### config.mk
export PLATFORM = sky130hd
export DESIGN_NAME = fifo_word_packer
export DESIGN_NICKNAME = d
export VERILOG_FILES = /design/src/rtl/fifo_word_packer.sv
export SDC_FILE = /design/constraint.sdc
export NUM_CORES = 1
export LEC_CHECK = 0
export ABC_CLOCK_PERIOD_IN_PS = 4100
export CAP_MARGIN = 20
export CORE_UTILIZATION = 40
export DETAILED_ROUTE_END_ITERATION = 6
export PLACE_DENSITY = 0.77
export SYNTH_ARGS = -nofsm -noshare
export SYNTH_HDL_FRONTEND = slang
export SYNTH_SLANG_ARGS = --single-unit
### constraint.sdc
create_clock -name rclk -period 4.1 [get_ports rclk]
set_input_delay 0.82 -clock rclk [delete_from_list [all_inputs] [get_ports rclk]]
set_output_delay 0.82 -clock rclk [all_outputs]
set_load 0.05 [all_outputs]
### src/rtl/fifo_word_packer.sv
// Read-domain consumer of the async FIFO: pops DATA_W-bit entries and packs BYTES
// of them (first popped in the low lane) into a word offered on a valid/ready port.
module fifo_word_packer #(
    parameter int DATA_W = 8,
    parameter int BYTES  = 4,
    parameter int CNT_W  = 4
) (
    input  logic                      rclk,
    input  logic                      rst,
    input  logic                      empty,
    input  logic [DATA_W-1:0]         read_data,
    output logic                      signal_read,
    input  logic                      flush,
    output logic [DATA_W*BYTES-1:0]   out_data,
    output logic [CNT_W-1:0]          out_count,
    output logic                      out_valid,
    input  logic                      out_ready
);

    generate
        if (BYTES < 2 || BYTES > 8) begin : g_bad_bytes
            $error("fifo_word_packer: BYTES must be in 2..8");
        end
        if ((BYTES >> CNT_W) != 0) begin : g_bad_cnt_w
            $error("fifo_word_packer: CNT_W too narrow to hold BYTES");
        end
    endgenerate

    typedef enum logic [1:0] {
        S_READ = 2'd0,
        S_CAPT = 2'd1,
        S_HOLD = 2'd2
    } state_t;

    localparam logic [CNT_W-1:0] LAST_LANE = CNT_W'(BYTES - 1);
    localparam logic [CNT_W-1:0] FULL_CNT  = CNT_W'(BYTES);

    state_t           state_reg;
    logic [CNT_W-1:0] lane_reg;
    logic [CNT_W-1:0] out_count_reg;
    logic             out_valid_reg;
    logic             flush_take;
    logic             word_taken;
    logic             capture;

    // A flush only counts once at least one entry sits in the word.
    assign flush_take  = flush && (lane_reg != '0);
    assign signal_read = !rst && (state_reg == S_READ) && !empty && !flush_take;
    assign word_taken  = (state_reg == S_HOLD) && out_ready;
    assign capture     = (state_reg == S_CAPT);

    always_ff @(posedge rclk) begin
        if (rst) begin
            state_reg     <= S_READ;
            lane_reg      <= '0;
            out_count_reg <= '0;
            out_valid_reg <= 1'b0;
        end else begin
            case (state_reg)
                S_READ: begin
                    if (flush_take) begin
                        state_reg     <= S_HOLD;
                        out_count_reg <= lane_reg;
                        out_valid_reg <= 1'b1;
                    end else if (!empty) begin
                        state_reg <= S_CAPT;
                    end
                end
                S_CAPT: begin
                    lane_reg <= lane_reg + 1'b1;
                    if (lane_reg == LAST_LANE) begin
                        state_reg     <= S_HOLD;
                        out_count_reg <= FULL_CNT;
                        out_valid_reg <= 1'b1;
                    end else begin
                        state_reg <= S_READ;
                    end
                end
                S_HOLD: begin
                    if (out_ready) begin
                        state_reg     <= S_READ;
                        lane_reg      <= '0;
                        out_valid_reg <= 1'b0;
                    end
                end
                default: begin
                    state_reg     <= S_READ;
                    lane_reg      <= '0;
                    out_valid_reg <= 1'b0;
                end
            endcase
        end
    end

    // One register per lane slot; slots clear on handoff so a flushed word has zero tails.
    genvar gi;
    generate
        for (gi = 0; gi < BYTES; gi++) begin : g_slot
            logic [DATA_W-1:0] slot_reg;

            always_ff @(posedge rclk) begin
                if (rst || word_taken) begin
                    slot_reg <= '0;
                end else if (capture && (lane_reg == CNT_W'(gi))) begin
                    slot_reg <= read_data;
                end
            end

            assign out_data[gi*DATA_W +: DATA_W] = slot_reg;
        end
    endgenerate

    assign out_count = out_count_reg;
    assign out_valid = out_valid_reg;

endmodule

==> flow_summary.html <==
<table>
<tr><th>Metric</th><th>Value</th></tr>
<tr><th colspan="2">Timing</th></tr>
<tr><td>Worst Hold Margin</td><td>454 ps</td></tr>
<tr><td>Number of failing hold endpoints at the final stage</td><td>0</td></tr>
<tr><td>Unrepaired setup endpoints after global routing</td><td>no</td></tr>
<tr><td>Min cycle time layout</td><td>3750 ps</td></tr>
<tr><td>Final cycle utilization of the critical path</td><td>0.915</td></tr>
<tr><td>Count of final setup violators</td><td>0</td></tr>
<tr><td>Slew Viols, Final</td><td>0</td></tr>
<tr><td>Worst slew margin</td><td>0.314</td></tr>
<tr><td>Worst Max-Slew Pin Slew</td><td>1020 ps</td></tr>
<tr><td>TNS Setup</td><td>0 ps</td></tr>
<tr><td>Clk_skew</td><td>7.83 ps</td></tr>
<tr><td>Max Freq</td><td>267 MHz</td></tr>
<tr><th colspan="2">Setup path</th></tr>
<tr><td>Crit path DAT</td><td>2930 ps</td></tr>
<tr><td>Critical Path Slowest Stage Cell</td><td>clkdlybuf4s50_1</td></tr>
<tr><td>Kind of start point of the critical path</td><td>flop</td></tr>
<tr><td>Family of cells with the greatest summed delay on the critical path</td><td>buffers and inverters</td></tr>
<tr><td>Biggest cell delay along the critical path</td><td>830 ps</td></tr>
<tr><td>CP Buf/Inv Count</td><td>2</td></tr>
<tr><td>Worst endpoint required time</td><td>3280 ps</td></tr>
<tr><td>Endpoint type of the worst setup path</td><td>primary output</td></tr>
<tr><td>CP Max Fanout</td><td>10</td></tr>
<tr><td>Type of the setup path with the least slack</td><td>flop to primary output</td></tr>
<tr><td>Worst-path cell chain</td><td>inv_1 &gt; ha_1 &gt; or3b_1 &gt; a21boi_0 &gt; nor3b_1 &gt; clkdlybuf4s50_1</td></tr>
<tr><th colspan="2">GRT</th></tr>
<tr><td>Global-route wire length before repair</td><td>6510 µm</td></tr>
<tr><td>Antenna violations before repair</td><td>0</td></tr>
<tr><td>Overflow left after global routing</td><td>0</td></tr>
<tr><td>Via count of the first global-routing pass</td><td>1378</td></tr>
<tr><td>Maximum number of pins on one net before global-route repair</td><td>33</td></tr>
<tr><td>Gr usage total</td><td>0.196</td></tr>
<tr><th colspan="2">Clock tree</th></tr>
<tr><td>Clock-pin slew on the worst setup and hold paths</td><td>80 ps</td></tr>
<tr><td>Clock Root Buffer</td><td>clkbuf_8</td></tr>
<tr><td>Largest buffer count on any clock path</td><td>2</td></tr>
<tr><td>Clock sink total</td><td>43</td></tr>
<tr><td>Number of buffers created by CTS</td><td>5</td></tr>
<tr><td>Clock latency at the later pin of the worst-skew pair</td><td>300 ps</td></tr>
<tr><td>Post-cts hold buffer count</td><td>0</td></tr>
<tr><td>Clock tree from TritonCTS</td><td>built</td></tr>
<tr><td>Post-CTS repair timing setup buffer count</td><td>0</td></tr>
<tr><td>Post-cts resize count</td><td>0</td></tr>
<tr><td>H-Tree Depth</td><td>2</td></tr>
<tr><th colspan="2">Finish</th></tr>
<tr><td>Most common library cell in the layout ignoring fill and taps</td><td>clkdlybuf4s50_1</td></tr>
<tr><td>Proportion of layout cells with a drive suffix above 1</td><td>0.0675</td></tr>
<tr><td>Flip-flop count of the largest register after layout</td><td>32</td></tr>
<tr><td>Antenna cell count</td><td>0</td></tr>
<tr><td>Post-Layout Inst Area</td><td>0.00237 mm²</td></tr>
<tr><td>Synth-to-layout area growth</td><td>35.5%</td></tr>
<tr><td>Number of standard cells in the layout, taps in and fillers out</td><td>302</td></tr>
<tr><td>Total number of nets in the final design</td><td>268</td></tr>
<tr><td>Highest-count cells in the layout ignoring fill and taps</td><td>clkdlybuf4s50_1, dfxtp_1, a21oi_1</td></tr>
<tr><th colspan="2">Synthesis</th></tr>
<tr><td>Distinct cells, synth</td><td>28</td></tr>
<tr><td>Number of register bits inferred by synthesis</td><td>43</td></tr>
<tr><td>Post-synthesis adder-cell area fraction</td><td>0.0286</td></tr>
<tr><td>Post-synth design cell area</td><td>0.00175 mm²</td></tr>
<tr><td>Sequential element share of the synthesized area</td><td>0.492</td></tr>
<tr><td>Count of mapped cells out of synthesis</td><td>203</td></tr>
<tr><td>Post-synthesis share of cell area spent on and, or, nand and nor gates</td><td>0.261</td></tr>
<tr><td>Total nets after synthesis</td><td>220</td></tr>
<tr><td>Xor and xnor fraction of the mapped netlist area</td><td>0</td></tr>
<tr><td>Leading cell types by total area after synthesis</td><td>dfxtp_1, a21oi_1, nand3_1</td></tr>
<tr><td>Largest family of logic cells by synthesized area</td><td>simple AND/OR/NAND/NOR gates</td></tr>
<tr><td>Portion of netlist area occupied by mux cells</td><td>0</td></tr>
<tr><td>Post-synth top area share</td><td>0.492</td></tr>
<tr><td>Yosys warnings</td><td>0</td></tr>
<tr><td>Share of the synthesized area in compound gates (AO/OA/AOI/OAI)</td><td>0.162</td></tr>
<tr><td>Leading area contributor after synthesis</td><td>dfxtp_1</td></tr>
<tr><td>Mean post-synth cell area</td><td>8.61 µm²</td></tr>
<tr><th colspan="2">Floorplan</th></tr>
<tr><td>Total number of placement rows</td><td>23</td></tr>
<tr><td>Initial core utilization</td><td>0.428</td></tr>
<tr><td>Placeable core region</td><td>0.00409 mm²</td></tr>
<tr><td>I/O pins</td><td>51</td></tr>
<tr><td>Chip Width</td><td>68.1 µm</td></tr>
<tr><td>Total die area</td><td>0.00464 mm²</td></tr>
<tr><td>Die extent in y</td><td>68.1 µm</td></tr>
<tr><th colspan="2">Placement</th></tr>
<tr><td>HPWL after detailed placement</td><td>2860 µm</td></tr>
<tr><td>Last weighted congestion value of the routability-driven placer</td><td>0.814</td></tr>
<tr><td>Area after DPL</td><td>0.00225 mm²</td></tr>
<tr><td>Placed cells</td><td>294</td></tr>
<tr><td>Count of buffers inserted at the top-level ports</td><td>50</td></tr>
<tr><th colspan="2">Run status</th></tr>
<tr><td>Result of the run</td><td>completed</td></tr>
<tr><th colspan="2">Drt</th></tr>
<tr><td>Number of nets still failing antenna checks after routing</td><td>0</td></tr>
<tr><td># DRC</td><td>0</td></tr>
<tr><td>Ratio of routed vias to standard cells</td><td>5.16</td></tr>
<tr><td>Total number of vias</td><td>1557</td></tr>
<tr><td>Aggregate routed wire length</td><td>4080 µm</td></tr>
<tr><td>Violation count after the first detailed-routing iteration</td><td>109</td></tr>
<tr><td>Average wire length per cell after detail routing</td><td>13.5 µm</td></tr>
<tr><td>Iteration count of the initial detailed-routing pass</td><td>4</td></tr>
<tr><th colspan="2">Pwr</th></tr>
<tr><td>Power Density</td><td>377 mW/mm²</td></tr>
<tr><td>Peak ir drop on the vdd network</td><td>0.246 mV</td></tr>
<tr><td>Leakage power figure</td><td>0.789 nW</td></tr>
<tr><td>Total Power Consumption</td><td>0.000893 W</td></tr>
<tr><th colspan="2">Flow run</th></tr>
<tr><td>Max-cap viol count</td><td>0</td></tr>
<tr><th colspan="2">Min path</th></tr>
<tr><td>Worst hold path type</td><td>flop to flop</td></tr>
</table>
==> routing by layer <==
metal  up-vias  GRT usage  part of all wire
li1        800          -                 -
met1       708      0.259              0.46
met2        45      0.300              0.46
met3         4     0.0350             0.058
met4         0      0.109             0.017
met5         -          0                 0
==> logic make-up (layout without fill, tap and decap cells) <==
logic type,after synthesis,in the layout
and+or+nand+nor,92,92
DFF,43,43
adders and majority gates,4,4
buffers and inverters,16,65
AOI/OAI and AO/OA,48,48
==> Yosys cell counts <==
library cell and number:
dfxtp_1 43, a21oi_1 37, nand2_1 36, nand3_1 32, nor2_1 10, clkbuf_1 7
ha_1 4, inv_1 4, nor3b_1 4, a22oi_1 3, buf_6 3, o21ai_0 3
nand2b_1 2, a21boi_0 1, a2bb2oi_1 1, a311oi_1 1, a31o_2 1, a32oi_4 1
and3_1 1, buf_4 1, buf_8 1, nand4_1 1, nor2b_1 1, nor3_2 1
nor4b_4 1, or3b_1 1, or3b_2 1, or4b_2 1
==> where the power goes <==
part           switching (W)  internal [W]  total (W)  leakage, nW
clock               0.000140      0.000197   0.000337       0.0612
combinational      0.0000775     0.0000438   0.000121        0.380
sequential        0.00000795      0.000427   0.000435        0.348
total               0.000226      0.000668   0.000893        0.789
==> final timing paths <==
| kind | startpoint | end | slack (ps) | cells past startpoint |
|---|---|---|---|---|
| setup / recovery | lane_reg[0]$_SDFFE_PP0P_ | signal_read | 350 | 6 |
| hold / removal | g_slot[1].slot_reg[7]$_SDFFE_PP0P_ | g_slot[1].slot_reg[7]$_SDFFE_PP0P_ | 450 | 2 |
| setup reg to reg | state_reg[0]$_SDFFE_PP0P_ | g_slot[2].slot_reg[4]$_SDFFE_PP0P_ | 2030 | 4 |
| hold reg to reg | g_slot[1].slot_reg[7]$_SDFFE_PP0P_ | g_slot[1].slot_reg[7]$_SDFFE_PP0P_ | 450 | 2 |
==> final cells by class <==
class / instances / area (µm²)
tap: 50 / 62.6
timing repair buffer: 53 / 523
sequential: 43 / 861
inverter: 4 / 15.0
multi-input combinational: 144 / 790
fill: 392 / 1720
clock buffer: 6 / 82.6
clock inverter: 2 / 35.0
==> stage by stage <==
step / setup WS (ps) / utilization
5_1_grt: 183 / 0.580
3_5_place_dp: 676 / 0.551
2_1_floorplan: 750 / -
4_1_cts: 338 / 0.580
3_3_place_gp: 718 / 0.551
6_report: 349 / 0.580
==> worst reg2reg max path, cell delays in order (launching register included) <==
cell and delay [ps]:
dfxtp_1 440, nor4b_4 880, nand2_1 390, nand2_1 160, a21oi_1 70
Note: power is estimated with default switching activity, not from simulation.
